===== config.mk =====
export PLATFORM = sky130hd
export DESIGN_NAME = vga_capture
export DESIGN_NICKNAME = d
export VERILOG_FILES = /design/src/rtl/vga_pkg.sv /design/src/rtl/vga_edge_det.sv /design/src/rtl/vga_capture.sv
export SDC_FILE = /design/constraint.sdc
export NUM_CORES = 1
export LEC_CHECK = 0
export BUFFER_PORTS_ARGS = -buffer_cell sky130_fd_sc_hd__clkbuf_2
export CORE_UTILIZATION = 50
export DETAILED_ROUTE_END_ITERATION = 6
export PLACE_DENSITY = 0.76
export SYNTH_ARGS = -nofsm -noshare
export SYNTH_HDL_FRONTEND = slang
export SYNTH_SLANG_ARGS = --single-unit

===== constraint.sdc =====
create_clock -name clk -period 1.7 [get_ports clk]
set_input_delay 0.17 -clock clk [delete_from_list [all_inputs] [get_ports clk]]
set_output_delay 0.17 -clock clk [all_outputs]
set_load 0.1 [all_outputs]

===== src/rtl/vga_pkg.sv =====
// Shared definitions for the VGA capture block: lock FSM encoding, default
// 640x480@60 timing totals and counter widths.
package vga_pkg;

    localparam int H_TOTAL = 800;
    localparam int V_TOTAL = 525;

    localparam int HCNT_W = 11;
    localparam int VCNT_W = 10;
    localparam int XCNT_W = 10;
    localparam int YCNT_W = 10;
    localparam int RGB_W  = 24;

    typedef enum logic [1:0] {
        SEARCH = 2'd0,
        CHECK  = 2'd1,
        LOCKED = 2'd2
    } lock_state_t;

endpackage


===== src/rtl/vga_edge_det.sv =====
// One input register stage plus its delayed copy; fall pulses for one cycle
// when the registered sample goes 1 -> 0.
module vga_edge_det #(
    parameter logic IDLE = 1'b1
) (
    input  logic clk,
    input  logic reset,
    input  logic din,
    output logic fall
);

    logic q;
    logic q_d;

    // NOTE: sequential state uses non-blocking assignments so every register samples pre-edge values.
    always_ff @(posedge clk) begin
        if (reset) begin
            q   <= IDLE;
            q_d <= IDLE;
        end else begin
            q   <= din;
            q_d <= q;
        end
    end

    assign fall = q_d & ~q;

endmodule


===== src/rtl/vga_capture.sv =====
// Measures incoming VGA timing, locks onto the expected line/frame totals and
// emits captured active pixels with their coordinates while locked.
module vga_capture
    import vga_pkg::*;
#(
    parameter int H_TOTAL_EXP = H_TOTAL,
    parameter int V_TOTAL_EXP = V_TOTAL
) (
    input  logic              clk,
    input  logic              reset,
    input  logic              hs,
    input  logic              vs,
    input  logic              blank_n,
    input  logic [7:0]        VGA_R,
    input  logic [7:0]        VGA_G,
    input  logic [7:0]        VGA_B,
    output logic              pix_valid,
    output logic [XCNT_W-1:0] pix_x,
    output logic [YCNT_W-1:0] pix_y,
    output logic [RGB_W-1:0]  pix_rgb,
    output logic              frame_start,
    output logic              locked,
    output logic [HCNT_W-1:0] h_meas,
    output logic [VCNT_W-1:0] v_meas,
    output logic              err
);

    localparam logic [HCNT_W-1:0] H_EXP = HCNT_W'(H_TOTAL_EXP);
    localparam logic [VCNT_W-1:0] V_EXP = VCNT_W'(V_TOTAL_EXP);

    logic              hs_fall;
    logic              vs_fall;
    logic              blank_r;
    logic [RGB_W-1:0]  rgb_r;

    logic [HCNT_W-1:0] hcnt;
    logic [VCNT_W-1:0] vcnt;
    logic [XCNT_W-1:0] xcnt;
    logic [YCNT_W-1:0] ycnt;
    logic              line_active;

    logic              hcnt_max;
    logic [HCNT_W-1:0] hcnt_p1;
    logic              h_bad;
    logic              v_bad;
    logic [VCNT_W-1:0] v_base;
    logic [VCNT_W-1:0] vcnt_next;
    logic [XCNT_W-1:0] x_base;
    logic [XCNT_W-1:0] xcnt_next;
    logic [YCNT_W-1:0] y_now;
    logic              line_active_next;

    lock_state_t       state;
    lock_state_t       state_next;
    logic              mismatch;
    logic              mismatch_next;
    logic              err_next;

    vga_edge_det #(.IDLE(1'b1)) u_hs_edge (
        .clk  (clk),
        .reset(reset),
        .din  (hs),
        .fall (hs_fall)
    );

    vga_edge_det #(.IDLE(1'b1)) u_vs_edge (
        .clk  (clk),
        .reset(reset),
        .din  (vs),
        .fall (vs_fall)
    );

    always_ff @(posedge clk) begin
        if (reset) begin
            blank_r <= 1'b0;
            rgb_r   <= '0;
        end else begin
            blank_r <= blank_n;
            rgb_r   <= {VGA_R, VGA_G, VGA_B};
        end
    end

    // vs_fall is applied before hs_fall, so a coincident pair leaves vcnt at 1.
    always_comb begin
        hcnt_max         = &hcnt;
        hcnt_p1          = hcnt_max ? hcnt : hcnt + 1'b1;
        h_bad            = hs_fall && (hcnt_p1 != H_EXP);
        v_bad            = vs_fall && (vcnt != V_EXP);
        v_base           = vs_fall ? '0 : vcnt;
        vcnt_next        = (hs_fall && !(&v_base)) ? v_base + 1'b1 : v_base;
        x_base           = hs_fall ? '0 : xcnt;
        xcnt_next        = (blank_r && !(&x_base)) ? x_base + 1'b1 : x_base;
        y_now            = vs_fall ? '0
                         : (hs_fall && line_active && !(&ycnt)) ? ycnt + 1'b1 : ycnt;
        line_active_next = blank_r | (line_active & ~hs_fall);
    end

    always_ff @(posedge clk) begin
        if (reset) begin
            hcnt        <= '0;
            vcnt        <= '0;
            xcnt        <= '0;
            ycnt        <= '0;
            line_active <= 1'b0;
            h_meas      <= '0;
            v_meas      <= '0;
            frame_start <= 1'b0;
        end else begin
            if (hs_fall) begin
                hcnt   <= '0;
                h_meas <= hcnt_p1;
            end else if (!hcnt_max) begin
                hcnt <= hcnt + 1'b1;
            end
            if (vs_fall) begin
                v_meas <= vcnt;
            end
            vcnt        <= vcnt_next;
            xcnt        <= xcnt_next;
            ycnt        <= y_now;
            line_active <= line_active_next;
            frame_start <= vs_fall;
        end
    end

    always_ff @(posedge clk) begin
        if (reset) begin
            state    <= SEARCH;
            mismatch <= 1'b0;
            err      <= 1'b0;
        end else begin
            state    <= state_next;
            mismatch <= mismatch_next;
            err      <= err_next;
        end
    end

    // NOTE: every always_comb output gets a default first, so no path can infer a latch.
    always_comb begin
        state_next    = state;
        mismatch_next = mismatch;
        err_next      = 1'b0;
        case (state)
            SEARCH: begin
                if (vs_fall) begin
                    state_next    = CHECK;
                    mismatch_next = 1'b0;
                end
            end
            CHECK: begin
                if (vs_fall) begin
                    if (!mismatch && !h_bad && !v_bad) begin
                        state_next = LOCKED;
                    end
                    mismatch_next = 1'b0;
                end else if (h_bad) begin
                    mismatch_next = 1'b1;
                end
            end
            LOCKED: begin
                if (h_bad || v_bad || hcnt_max) begin
                    state_next = SEARCH;
                    err_next   = 1'b1;
                end
            end
            default: state_next = SEARCH;
        endcase
    end

    assign locked = (state == LOCKED);

    always_ff @(posedge clk) begin
        if (reset) begin
            pix_valid <= 1'b0;
            pix_x     <= '0;
            pix_y     <= '0;
            pix_rgb   <= '0;
        end else begin
            pix_valid <= blank_r && locked;
            if (blank_r && locked) begin
                pix_x   <= x_base;
                pix_y   <= y_now;
                pix_rgb <= rgb_r;
            end
        end
    end

endmodule


; ---- Word-level counts from Yosys, hierarchy flattened
; Index checks and enable logic that the tools add are counted.
; Widths: inputs -> output; s select.
[word_totals]
regBits = 142
wordCells = 86
out_inout_bits = 69
inputBits = 29
[op_classes]
eq_ne = 9
reduce_logical = 27
addsub = 4
bitwise_logic = 8
n_mux = 17
[ops]
columns = cell, n
row1 = $mux 10, 6
row2 = $add 10x1->10 const B, 3
row3 = $reduce_and 10->1, 3
row4 = $add 11x1->11 const B, 1
row5 = $mux 11, 1
row6 = $ne 11x10->1 const B, 1
row7 = $reduce_and 11->1, 1
row8 = $ne 10x10->1 const B, 1
row9 = $logic_and 1x1->1, 9
row10 = $mux 2, 4
row11 = $logic_not 1->1, 6
row12 = $ne 2x2->1 const B, 3
row13 = $pmux 2 s3, 1
row14 = $mux 1, 4
row15 = $not 1->1, 4
row16 = $reduce_and 4->1, 1
row17 = $reduce_or 2->1, 2
row18 = $and 1x1->1, 3
row19 = $ne 3x3->1 const B, 1
row20 = $reduce_and 3->1, 1
row21 = $eq 2x1->1 const B, 1
row22 = $eq 2x2->1 const B, 1
row23 = $logic_not 2->1, 1
row24 = $logic_or 1x1->1, 2
row25 = 4 further kinds, 4

; ---- Depth between registers and ports, before layout
[depth]
depth_word = 10
ltp_mapped = 10
depth_no_buf = 8

; ---- By module
; A second synthesis with hierarchy kept.
[unflattened]
cells_unflattened = 600
hier_area_um2 = 5333.9
[by_module_without_submodules]
columns = mod, cells_per_inst, instances, area_per_inst_um2, seq_area_each_um2
row1 = vga_capture, 590, 1, 5211.2, 2762.6
row2 = vga_edge_det, 5, 2, 61.3, 40.0

; ---- Least setup slack after synthesis
; No wires, ideal clock.
[synth_timing]
path_type = register -> register
start = reg state[1]
end = reg pix_rgb[10]
synth_period_minus_slack_ns = 2.822
path_stages_with_launch = 6
n_path_buf = 1
setup_ns = 0.132
setup_slack_ns = -1.122
t_arrival_ns = 2.689
required_time_ns = 1.568
cell_sequence = dfxtp_1 -> nor2b_1 -> nand2_1 -> clkbuf_1 -> nand2_1 -> a21oi_1
[synth_via]
elab_chain_cells = 2
[synth_rtl]
columns = element, line_no
row1 = from (decl), vga_capture.sv:53  ; lock_state_t state;
row2 = from (signal assigned), vga_capture.sv:132  ; state <= state_next;
row3 = $eq 2x2->1, vga_capture.sv:170  ; assign locked = (state == LOCKED);
row4 = named net locked, vga_capture.sv:22  ; output logic locked,
row5 = $logic_and 1x1->1, vga_capture.sv:180  ; if (blank_r && locked) begin
row6 = to (signal assigned), vga_capture.sv:183  ; pix_rgb <= rgb_r;
row7 = to (decl), vga_capture.sv:20  ; output logic [RGB_W-1:0] pix_rgb,
; The timed path passes the listed nets, and every way through them passes these cells.
; A chain may end at the register's enable or synchronous reset.

; ---- Worst setup path after layout
[layout_timing]
start = reg u_vs_edge.q
end = reg vcnt[9]
[layout_via]
elab_chain_cells = 7
word_cells_on_any_way = 8
cone_classes = add/sub (1) / mux (2) / bitwise (2) / reduce/logical (3)
[layout_rtl]
columns = element, line_no
row1 = from (decl), vga_edge_det.sv:12  ; logic q;
row2 = from (signal assigned), vga_edge_det.sv:21  ; q <= din;
row3 = $not 1->1 *, vga_edge_det.sv:26  ; assign fall = q_d & ~q;
row4 = $and 1x1->1 *, vga_edge_det.sv:26
row5 = $mux 10 *, vga_capture.sv:89  ; v_base = vs_fall ? '0 : vcnt;
row6 = "parallel branches: the longest is 3 deep, another holds $add 10x1->10", -
row7 = $mux 10 *, vga_capture.sv:90  ; vcnt_next = (hs_fall && !(&v_base)) ? v_base + 1'b1 : v_base;
row8 = to (signal assigned), vga_capture.sv:118  ; vcnt <= vcnt_next;
row9 = to (decl), vga_capture.sv:37  ; logic [VCNT_W-1:0] vcnt;
; Every way passes the cells marked *.

==> metrics <==
Worst-Margin Slew 0.578 ns; CTS tree yes; cell at the root of the clock tree clkbuf_8; die footprint approximately 11000 µm²; Req. time, crit path approximately 2.1 ns; synth warn 0; Synth Net Count 643; crit end category flip-flop; via count between 4000 and 5000; total power a little under 8 mW; RSZ-0062 raised after global routing yes; Synth Register Bits 142; maximum level of the CTS H-tree 4; Max Cap Viol 0; Antenna diodes 0; post-synthesis area per instance 8.85 µm²; final wirelength 14500 µm; die width 106 µm; reg2reg setup slack -0.02 ns; fillers 700; sequential element share of the synthesized area 52.6%; Synth Instances between 600 and 700; gr usage total 24.9%; Synth cell types between 50 and 60; worst slack, placed -0.163 ns; largest net degree at the start of global routing 56; clock sink count 142; final setup vio count 3; share of the synthesized area in the top cell type 52.6%; PnR worst setup slack -0.0220 ns; Post-synth ARST share 0%; Final nets 808; DPL Wire Length 8420 µm; Worst-path clk slew 0.06 ns; vias in the first global route 4740; # IOs 98; fin crit share 101%; first-pass GRT wire length 22000 µm; Starting Density 51.8%; crit path DAT around 2.1 ns; total CTS buffers 17; worst skew pair latency between 0.5 and 0.6 ns; max-slew violations 0; Final Hold Viols 0; Final TNS setup -0.0427 ns; leakage power 3.02 nW; main flop type after synthesis dfxtp_1; port bufs just under 100; post-synth top area cell dfxtp_1; min Tclk post-route 1.72 ns; CP Max Fanout 5; failing checks negative setup slack; crit path launch type flip-flop; Vias/cell approximately 5.3; total instance count after detailed placement 856; Pwr per Cell Area 1020 nW/µm²; Slew headroom 61.7%; synth top area cells dfxtp_1 (53%), nand2_1 (8.0%), a21oi_1 (5.6%); maximum clock insertion buffer count 2; worst IR drop on VDD around 0.58 mV; # DRC 0; antenna-violating nets left 0; share of cells above drive strength 1 32.1%; GRT Residual Overflow 0; Post-synth EDFFs 0; CORE AREA around 10000 µm²; fmax 0.581 GHz; Syn-to-layout area delta 39.3%; DR pass1 iterations 6; synthesized cell area approximately 5400 µm²; Die Ht 106 µm; initial antenna violation count 0; routed len/inst 15.7 µm; row count 37; GP Congestion 0.843; clock skew 0.00965 ns; WS Path Type flip-flop to flip-flop; post-route insts no fill between 900 and 1000; Iteration-0 DRC Markers 256; status finished, violations left; worst min path class primary input to flip-flop
## what timing repair did
action,in CTS,in global routing
hold endpoints to repair,27,0
buffers inserted,4,5
hold buffers,27,0
endpoints found under the setup margin,22,34
cloned,0,0
pin swaps,7,19
gates resized for setup,18,42
## state kept, by name, indices dropped and copies added (netlist names), 2 cells and up
register  flops
h_meas       11
hcnt         11
pix_rgb      24
pix_x        10
pix_y        10
rgb_r        24
state         2
v_meas       10
vcnt         10
xcnt         10
ycnt         10
## routing by layer
metal	vias to the layer above	wire length (µm)	track usage [%]
met5	-	0	0
met4	0	490	13.3
li1	2382	-	-
met2	164	7500	42.3
met1	2335	5890	28.8
met3	47	612	6.50
## kinds of logic (layout without fill, tap and decap cells)
logic type	after synthesis	in the layout	synth area share, %
and+or+nand+nor	290	290	25.8
DFF	142	142	52.6
AOI/OAI and AO/OA	102	102	11.6
buffers and inverters	41	219	3.85
xor gates and xnor gates	25	25	4.05
muxes	6	6	1.14
adders and majority gates	4	4	0.927
## stage by stage
| stage | instance area, µm² | hold slack, ns | util (%) |
|---|---|---|---|
| after floorplan | 5510 | 0.274 | - |
| after global placement | 6330 | 0.379 | 60.8 |
| after detailed placement | 6330 | 0.387 | 60.8 |
| after CTS | 7310 | 0.103 | 70.2 |
| after global routing | 7520 | 0.126 | 72.2 |
| final | 7520 | 0.105 | 72.2 |
## cells in the mapped netlist (5+ instances only)
cell type	number
o21ai_0	19
nand3_1	25
nor2b_1	28
or3_1	5
mux2i_1	5
a21oi_1	60
and3_1	8
nor2_1	58
xnor2_1	13
nor3_1	9
xor2_1	12
inv_1	6
clkbuf_1	20
dfxtp_1	142
and2_1	7
nand2_1	115
or2_2	5
a211oi_1	8
buf_2	8
## layout by cell type (no fill, tap or decap), types with 10 or more instances in the layout
cell type	count
a21oi_1	56
buf_4	51
clkbuf_16	16
clkbuf_2	95
dfxtp_1	134
dlygate4sd3_1	27
nand2_1	114
nand3_1	22
nor2_1	54
nor2b_1	25
o21ai_0	15
xnor2_1	13
xor2_1	10
## worst paths after layout
check	end	startpoint	cells after the start
max reg2reg	vcnt[9]	u_vs_edge.q	8
min	pix_y[7]	reset	4
min reg2reg	pix_rgb[23]	rgb_r[23]	2
max	vcnt[9]	u_vs_edge.q	8
## worst max-delay path: stages (launching register included)
cell,delay [ns]
dfxtp_2,0.32
nand2b_4,0.15
and2_4,0.17
ha_4,0.17
nand3_4,0.09
o21ai_4,0.07
buf_4,0.18
o311ai_1,0.33
a21oi_1,0.13
## cell type report
class | instances | area (µm²) | area share [%]
timing repair buffer | 181 | 1240 | 16.5
inverter | 6 | 22.5 | 0.299
sequential | 142 | 2860 | 38.0
clock buffer | 22 | 443 | 5.89
multi-input combinational | 427 | 2630 | 34.9
clock inverter | 10 | 161 | 2.15
tap | 136 | 170 | 2.26
## power by group
part	switching [mW]	leakage (nW)	internal [mW]	total (mW)
combinational	0.269	1.57	0.196	0.465
clock	1.37	0.297	2.42	3.79
sequential	0.0376	1.15	3.39	3.43
total	1.68	3.02	6.01	7.68
No activity file was read; power rests on OpenSTA's default activity.
